<file path="src/rtl/uart_rx_frame.sv">
`timescale 1ns/1ps
// Parametrised UART receiver: 2-flop input synchronizer, parity/framing/break/overrun
// detection and a valid/ready holding register. Define UART_RX_MAJORITY_EN for 2-of-3 sampling.
module uart_rx_frame #(
   parameter int BR        = 9600,
   parameter int CLK_RATE  = 50_000_000,
   parameter int DATA_BITS = 8,
   parameter int PARITY    = 1,
   parameter int STOP_BITS = 1
) (
   input  logic                 clk,
   input  logic                 reset,
   input  logic                 serial_in,
   output logic [DATA_BITS-1:0] rx_data,
   output logic                 rx_valid,
   input  logic                 rx_ready,
   output logic                 parity_error,
   output logic                 framing_error,
   output logic                 overrun_error,
   output logic                 break_detect
);
   localparam int P    = CLK_RATE / BR;
   localparam int HALF = (P - 1) / 2;
   localparam int CW   = (P > 1) ? $clog2(P) : 1;

   typedef enum logic [2:0] {
      ST_IDLE, ST_START, ST_DATA, ST_PARITY, ST_STOP, ST_BREAK
   } state_t;

   state_t                 state_reg, state_next;
   logic [CW-1:0]          cnt_reg, cnt_next;
   logic [3:0]             bit_cnt_reg, bit_cnt_next;
   logic [DATA_BITS-1:0]   shift_reg, shift_next;
   logic                   acc_reg, acc_next;
   logic                   par_bit_reg, par_bit_next;
   logic                   par_fail_reg, par_fail_next;
   logic                   stop_fail_reg, stop_fail_next;
   logic                   sync1_reg, rxs_reg, sample;
   logic                   exp_par, stop_low;
   logic                   good_frame, par_err, frm_err, brk;
   logic [DATA_BITS-1:0]   rx_data_reg;
   logic                   rx_valid_reg, parity_error_reg, framing_error_reg;
   logic                   overrun_error_reg, break_detect_reg;

`ifdef UART_RX_MAJORITY_EN
   logic rxs_d1_reg, rxs_d2_reg;

   always_ff @(posedge clk) begin
      if (reset) begin
         rxs_d1_reg <= 1'b1;
         rxs_d2_reg <= 1'b1;
      end else begin
         rxs_d1_reg <= rxs_reg;
         rxs_d2_reg <= rxs_d1_reg;
      end
   end

   assign sample = (rxs_reg & rxs_d1_reg) | (rxs_reg & rxs_d2_reg) | (rxs_d1_reg & rxs_d2_reg);
`else
   assign sample = rxs_reg;
`endif

   always_comb begin
      state_next     = state_reg;
      cnt_next       = cnt_reg;
      bit_cnt_next   = bit_cnt_reg;
      shift_next     = shift_reg;
      acc_next       = acc_reg;
      par_bit_next   = par_bit_reg;
      par_fail_next  = par_fail_reg;
      stop_fail_next = stop_fail_reg;
      exp_par        = (PARITY == 2) ? ~acc_reg : acc_reg;
      stop_low       = stop_fail_reg | ~sample;
      good_frame     = 1'b0;
      par_err        = 1'b0;
      frm_err        = 1'b0;
      brk            = 1'b0;
      case (state_reg)
         ST_IDLE: begin
            cnt_next       = '0;
            bit_cnt_next   = '0;
            acc_next       = 1'b0;
            par_bit_next   = 1'b0;
            par_fail_next  = 1'b0;
            stop_fail_next = 1'b0;
            if (!rxs_reg) state_next = ST_START;
         end
         ST_START: begin
            if (cnt_reg == CW'(HALF)) begin
               cnt_next   = '0;
               state_next = sample ? ST_IDLE : ST_DATA;
            end else begin
               cnt_next = cnt_reg + 1'b1;
            end
         end
         ST_DATA: begin
            if (cnt_reg == CW'(P - 1)) begin
               cnt_next   = '0;
               shift_next = {sample, shift_reg[DATA_BITS-1:1]};
               acc_next   = acc_reg ^ sample;
               if (bit_cnt_reg == 4'(DATA_BITS - 1)) begin
                  bit_cnt_next = '0;
                  state_next   = (PARITY != 0) ? ST_PARITY : ST_STOP;
               end else begin
                  bit_cnt_next = bit_cnt_reg + 1'b1;
               end
            end else begin
               cnt_next = cnt_reg + 1'b1;
            end
         end
         ST_PARITY: begin
            if (cnt_reg == CW'(P - 1)) begin
               cnt_next      = '0;
               par_bit_next  = sample;
               par_fail_next = (sample != exp_par);
               state_next    = ST_STOP;
            end else begin
               cnt_next = cnt_reg + 1'b1;
            end
         end
         ST_STOP: begin
            if (cnt_reg == CW'(P - 1)) begin
               cnt_next = '0;
               if (bit_cnt_reg == 4'(STOP_BITS - 1)) begin
                  // Break outranks framing: an all-zero frame with a low stop is a held line.
                  if (stop_low && shift_reg == '0 && !par_bit_reg) begin
                     brk        = 1'b1;
                     state_next = ST_BREAK;
                  end else begin
                     frm_err    = stop_low;
                     par_err    = !stop_low && par_fail_reg;
                     good_frame = !stop_low && !par_fail_reg;
                     state_next = ST_IDLE;
                  end
               end else begin
                  bit_cnt_next   = bit_cnt_reg + 1'b1;
                  stop_fail_next = stop_low;
               end
            end else begin
               cnt_next = cnt_reg + 1'b1;
            end
         end
         ST_BREAK: begin
            if (rxs_reg) state_next = ST_IDLE;
         end
         default: state_next = ST_IDLE;
      endcase
   end

   always_ff @(posedge clk) begin
      if (reset) begin
         sync1_reg         <= 1'b1;
         rxs_reg           <= 1'b1;
         state_reg         <= ST_IDLE;
         cnt_reg           <= '0;
         bit_cnt_reg       <= '0;
         shift_reg         <= '0;
         acc_reg           <= 1'b0;
         par_bit_reg       <= 1'b0;
         par_fail_reg      <= 1'b0;
         stop_fail_reg     <= 1'b0;
         rx_data_reg       <= '0;
         rx_valid_reg      <= 1'b0;
         parity_error_reg  <= 1'b0;
         framing_error_reg <= 1'b0;
         overrun_error_reg <= 1'b0;
         break_detect_reg  <= 1'b0;
      end else begin
         sync1_reg         <= serial_in;
         rxs_reg           <= sync1_reg;
         state_reg         <= state_next;
         cnt_reg           <= cnt_next;
         bit_cnt_reg       <= bit_cnt_next;
         shift_reg         <= shift_next;
         acc_reg           <= acc_next;
         par_bit_reg       <= par_bit_next;
         par_fail_reg      <= par_fail_next;
         stop_fail_reg     <= stop_fail_next;
         parity_error_reg  <= par_err;
         framing_error_reg <= frm_err;
         break_detect_reg  <= brk;
         overrun_error_reg <= good_frame && rx_valid_reg && !rx_ready;
         // A word accepted in the same cycle frees the slot for the new one.
         if (good_frame && !(rx_valid_reg && !rx_ready)) begin
            rx_data_reg  <= shift_reg;
            rx_valid_reg <= 1'b1;
         end else if (rx_valid_reg && rx_ready) begin
            rx_valid_reg <= 1'b0;
         end
      end
   end

   assign rx_data       = rx_data_reg;
   assign rx_valid      = rx_valid_reg;
   assign parity_error  = parity_error_reg;
   assign framing_error = framing_error_reg;
   assign overrun_error = overrun_error_reg;
   assign break_detect  = break_detect_reg;
endmodule

</file>
<file path="config.mk">
export PLATFORM = sky130hd
export DESIGN_NAME = uart_rx_frame
export DESIGN_NICKNAME = d
export VERILOG_FILES = /design/src/rtl/uart_rx_frame.sv
export SDC_FILE = /design/constraint.sdc
export NUM_CORES = 1
export LEC_CHECK = 0
export BUFFER_PORTS_ARGS = -buffer_cell sky130_fd_sc_hd__buf_2
export CAP_MARGIN = 25
export CORE_UTILIZATION = 59
export CTS_CLUSTER_DIAMETER = 40
export DETAILED_ROUTE_END_ITERATION = 8
export GPL_TIMING_DRIVEN = 0
export HOLD_SLACK_MARGIN = 0.02
export PLACE_DENSITY = 0.88
export SLEW_MARGIN = 25
export SYNTH_ARGS = -nofsm -noshare
export SYNTH_HDL_FRONTEND = slang
export SYNTH_SLANG_ARGS = --single-unit
</file>
<file path="constraint.sdc">
create_clock -name clk -period 2.8 [get_ports clk]
set_input_delay 0.14 -clock clk [delete_from_list [all_inputs] [get_ports clk]]
set_output_delay 0.14 -clock clk [all_outputs]
set_load 0.02 [all_outputs]
</file>
== Word-level counts from Yosys, hierarchy flattened ==
Index checks and enable logic that the tools add are counted.
Storage, ports and cells
  bits in latches: 0
  logic and storage cells: 109
  output and inout port bits: 13
  input port bits: 4
  memory bits (read-only): 0
  memories: 0
  bits in writable memories: 0
  bits in registers: 47
Operators by class
  eq/ne operators: 18
  div/mod/pow operators: 0
  shift operators: 0
  mux-type cells: 35
  multiply operators: 0
  bitwise gates (word level): 6
  reductions and logical operators: 32
  add/sub/neg operators: 2
  order comparisons: 0
Operators by type and width (count)
  $pmux W13 S3: 1
  $mux W3: 9
  $mux W13: 2
  $ne A2 B2 Y1 const B: 9
  $pmux W3 S6: 1
  $mux W4: 4
  $add A13 B1 Y13 const B: 1
  $eq A13 B12 Y1 const B: 1
  $eq A13 B13 Y1 const B: 1
  $mux W1: 12
  $pmux W4 S3: 1
  $logic_and A1 B1 Y1: 9
  $logic_not A8 Y1: 1
  $pmux W1 S2: 4
  $reduce_and A8 Y1: 1
  $reduce_bool A2 Y1: 4
  $eq A3 B2 Y1 const B: 2
  $eq A3 B3 Y1 const B: 2
  $reduce_and A2 Y1: 3
  $reduce_bool A3 Y1: 2
  $logic_not A1 Y1: 5
  $reduce_or A5 Y1: 1
  $add A4 B1 Y4 const B: 1
  $eq A4 B3 Y1 const B: 1
  other kinds (12): 15

== Longest topological paths before layout ==
  depth after elaboration: 10
  gate-level depth with buffers: 7

== Worst setup path after synthesis ==
Ideal clock, no wire load.
  path kind: register to register
  start: register cnt_reg[0]
  end: register state_reg[1]
  buffers on the path: 1
  cell stages (with the launch flop): 8
  required time: 2683 ps
  library setup time: 117 ps
  data arrival time: 1866 ps
  slack: 817 ps
  cell sequence: dfxtp_1 ha_1 and4b_1 and3_1 buf_2 o22ai_2 or3_1 a32o_1
Between the ends
  word-level cells in the longest chain between the ends: 3
  elaborated cells between the ends (all ways): 7
  those cells by class: 6 x eq/ne; 1 x reduce/logical
Ends and longest elaborated chain
  start, declared: RTL line 31  | logic [CW-1:0] cnt_reg, cnt_next;
  start signal, assigned: RTL line 172  | cnt_reg <= cnt_next;
  $eq A13 B13 Y1 / $eq A13 B12 Y1 (equally long branches)
  $ne A2 B2 Y1 (no line)
  $reduce_and A8 Y1 (no line) *
  end signal, assigned: RTL line 171  | state_reg <= state_next;
  end, declared: RTL line 30  | state_t state_reg, state_next;
Every way passes the cells marked *; elsewhere a longest branch is shown, timed or not.
A chain may end at the register's enable or synchronous reset.

== Worst setup path in the final report ==
  start: register cnt_reg[0]
  end: register cnt_reg[6]
Between the ends
  word-level cells in the longest chain between the ends: 3
  elaborated cells between the ends (all ways): 6
  those cells by class: 1 x add/sub; 2 x eq/ne; 3 x mux
Ends and longest elaborated chain
  $add A13 B1 Y13, or another cell as far along
  $mux W13 (on tied branches)
  $pmux W13 S3 *: RTL line 78  | case (state_reg)
Marked as above.

==> impl_metrics.ini <==
[run_status]
outcome = finished, violations left
failed_checks = DRC

[logic_synthesis]
netlist.area_leader.share_pct = 42.1
syn_avg_cell_area_um2 = 9.06
ys_seq_area_share_pct = 42.1
synth.distinct_cells = 50
async_reset_ff_share_pct = 0
syn-cell-area_um2 = 2240
synth-edff-count = 0
synth_nets = 254
synthFlopType = dfxtp_1
synthCells = 247
ys_seq_elements = 47
ys_warn_count = 0
ys_top_cells_by_area = dfxtp_1 (42%), mux2i_1 (8.5%), nor2_1 (4.7%), nor3_1 (3.6%), nand3_1 (2.0%)
synth_top_area_cell = dfxtp_1

[power]
p_int_w = 0.00109
ir_drop_uv = 409
power.net_switching_w = 0.000349
pwr-share-seq_pct = 48.1
p_sw_share_pct = 24.3
leakage_nw = 0.958
power_density_nw_per_um2 = 569
combPwrFrac_pct = 11.2
pwr-share-clk_pct = 40.6

[cells_and_area]
post-route-cell-area_um2 = 2520
area_growth_pct = 12.6
nets = 278
most-common-layout-cells = dfxtp_1 (47), nor2_1 (28), mux2i_1 (19)
drive_above_1_share_pct = 12.9
largest_reg_flops = 13
layout_commonest_cell = dfxtp_1
antenna_cells = 0

[global_routing]
grt_use_met1_pct = 38.0
grt_antenna_before_repair = 0
grt_overflow_total = 0
use_met3_pct = 6.34
grt_pass1_wl_um = 8580
met2_usage_pct = 40.6
grt_pass1_vias = 1757
grt_util_all_layers_pct = 27.5
grt_max_degree = 15
top_usage_layer = met2

[timing]
maxSlewHeadroom_pct = 50.6
finalCritPeriodShare_pct = 83.7
setup_violations = 0
min_period_ns = 2.34
slew_violations = 0
rsz0062_at_grt = false
hold_violations = 0
hold_ws_ns = 0.152
fin_setup_tns_ns = 0
max_slew.worst_pin.slew_ns = 0.735
finClkSkew_ns = 0.00310
fmax_ghz = 0.427

[place]
gp_congestion = 0.919
port_buffers = 16
place_area_um2 = 2380
dp.final_hpwl_um = 3410

[worst_setup_path]
start_kind = flop
crit_type = flop to flop
path_cells = ha_1 > and4b_1 > and3_1 > buf_2 > nor2_1 > nor3_2 > nor3_1
crit_start = cnt_reg[0]
r2r-start = cnt_reg[0]
cp_slowest_stage_delay_ns = 0.57
cp-end-kind = flop
path_buf_inv = 1
critPathTopFamily = simple AND/OR/NAND/NOR gates
crit_path_top_delay_cell = nor3_2
arrival_ns = 2.51
critPathMaxFanout = 10
cp.required_ns = 2.97

[detailed_routing]
vias = 1902
drt_wl_total_um = 4830
routedWlPerCell_um = 15.1
remaining_drc_errors = 1
ant_nets = 0
via_per_inst = 5.94
first_pass_iters = 6
drt-initial-drc-count = 189

[die]
coreArea_um2 = 3660
fp-row-count = 22
floorplan.initialDensity_pct = 61.1
io_pins = 17
die_w_um = 63.6
die_h_um = 63.6
die_area_um2 = 4040

[clocking]
post_cts_resized = 0
numClockSinks = 47
clk_pin_slew_ns = 0.08
cts_buffers = 5
cts-htree-levels = 2
cts_tree = yes
root_buffer = clkbuf_8
cts_max_path_buffers = 2
clock_latency_ns = 0.30

[worst_hold_path]
hold_path_class = primary input to flop
hold_start = rx_ready

[job]
maxCapViolCount = 0
==> metrics by stage <==
stage	setup slack (ns)	cells	total power, W	util [%]
after detailed placement	0.577	311	0.000862	64.9
after floorplan	0.817	247	0.000822	-
after global placement	0.570	311	0.000859	64.9
after CTS	0.506	320	0.00144	68.8
after global routing	0.191	320	0.00149	68.8
final	0.457	320	0.00143	68.8
==> per-layer routing <==
metal | wire [um] | part of all wire, %
met1 | 2270 | 47
met2 | 2240 | 46
met3 | 236 | 4.9
met4 | 77 | 1.6
met5 | 0 | 0
==> path summary, 6_finish.rpt <==
check                  end  slack (ns)  cells after the start
max reg2reg     cnt_reg[6]        0.46                      7
min          overrun_error        0.15                      3
max             cnt_reg[6]        0.46                      7
min reg2reg        rxs_reg        0.45                      1
==> worst register-to-register path, cell delays in order (launching register included) <==
cell,delay (ns)
dfxtp_1,0.38
ha_1,0.29
and4b_1,0.34
and3_1,0.17
buf_2,0.20
nor2_1,0.14
nor3_2,0.57
nor3_1,0.11
==> synth_stat cells (3+ instances only) <==
cell type	instances
a21oi_1	7
a31oi_1	4
a32o_1	3
and3_1	6
and4b_1	3
clkbuf_1	8
dfxtp_1	47
ha_1	3
inv_1	7
mux2i_1	19
nand2_1	11
nand2b_1	5
nand3_1	9
nand4_1	6
nor2_1	28
nor3_1	16
nor3b_1	3
o21ai_0	7
o21ai_1	5
o221ai_1	3
or2_2	3
xnor2_1	4
xor2_1	5
==> logic make-up (layout without fill, tap and decap cells) <==
family,Yosys count,in the layout,share of synthesized area (%)
flops,47,47,42.1
buf+inv,17,42,2.91
compound gates,38,38,11.2
mux,19,19,8.50
xor+xnor,9,9,3.52
fa+ha+maj,3,3,1.68
simple gates,114,114,30.1
==> power groups by stage <==
stage	sequential, W	clock, W	combinational [W]
5_1_grt	0.000692	0.000617	0.000183
2_1_floorplan	0.000702	0	0.000120
3_5_place_dp	0.000706	0	0.000156
4_1_cts	0.000690	0.000590	0.000158
3_3_place_gp	0.000705	0	0.000154
6_report	0.000691	0.000583	0.000161
==> what timing repair did <==
action,CTS,global route
hold endpoints to repair,1,0
setup buffers,0,0
hold buffers,1,0
==> area by class of cell <==
cell class              count  area [um2]
plain buffers               9        35.0
clock buffers               6        72.6
clock inverters             2        60.1
fillers                   295        1140
inverters                   8        30.0
multi-input cells         183        1230
flip-flops and latches     47         941
well taps                  48        60.1
repair buffers             17        90.1
(Power assumes the default switching activity.)
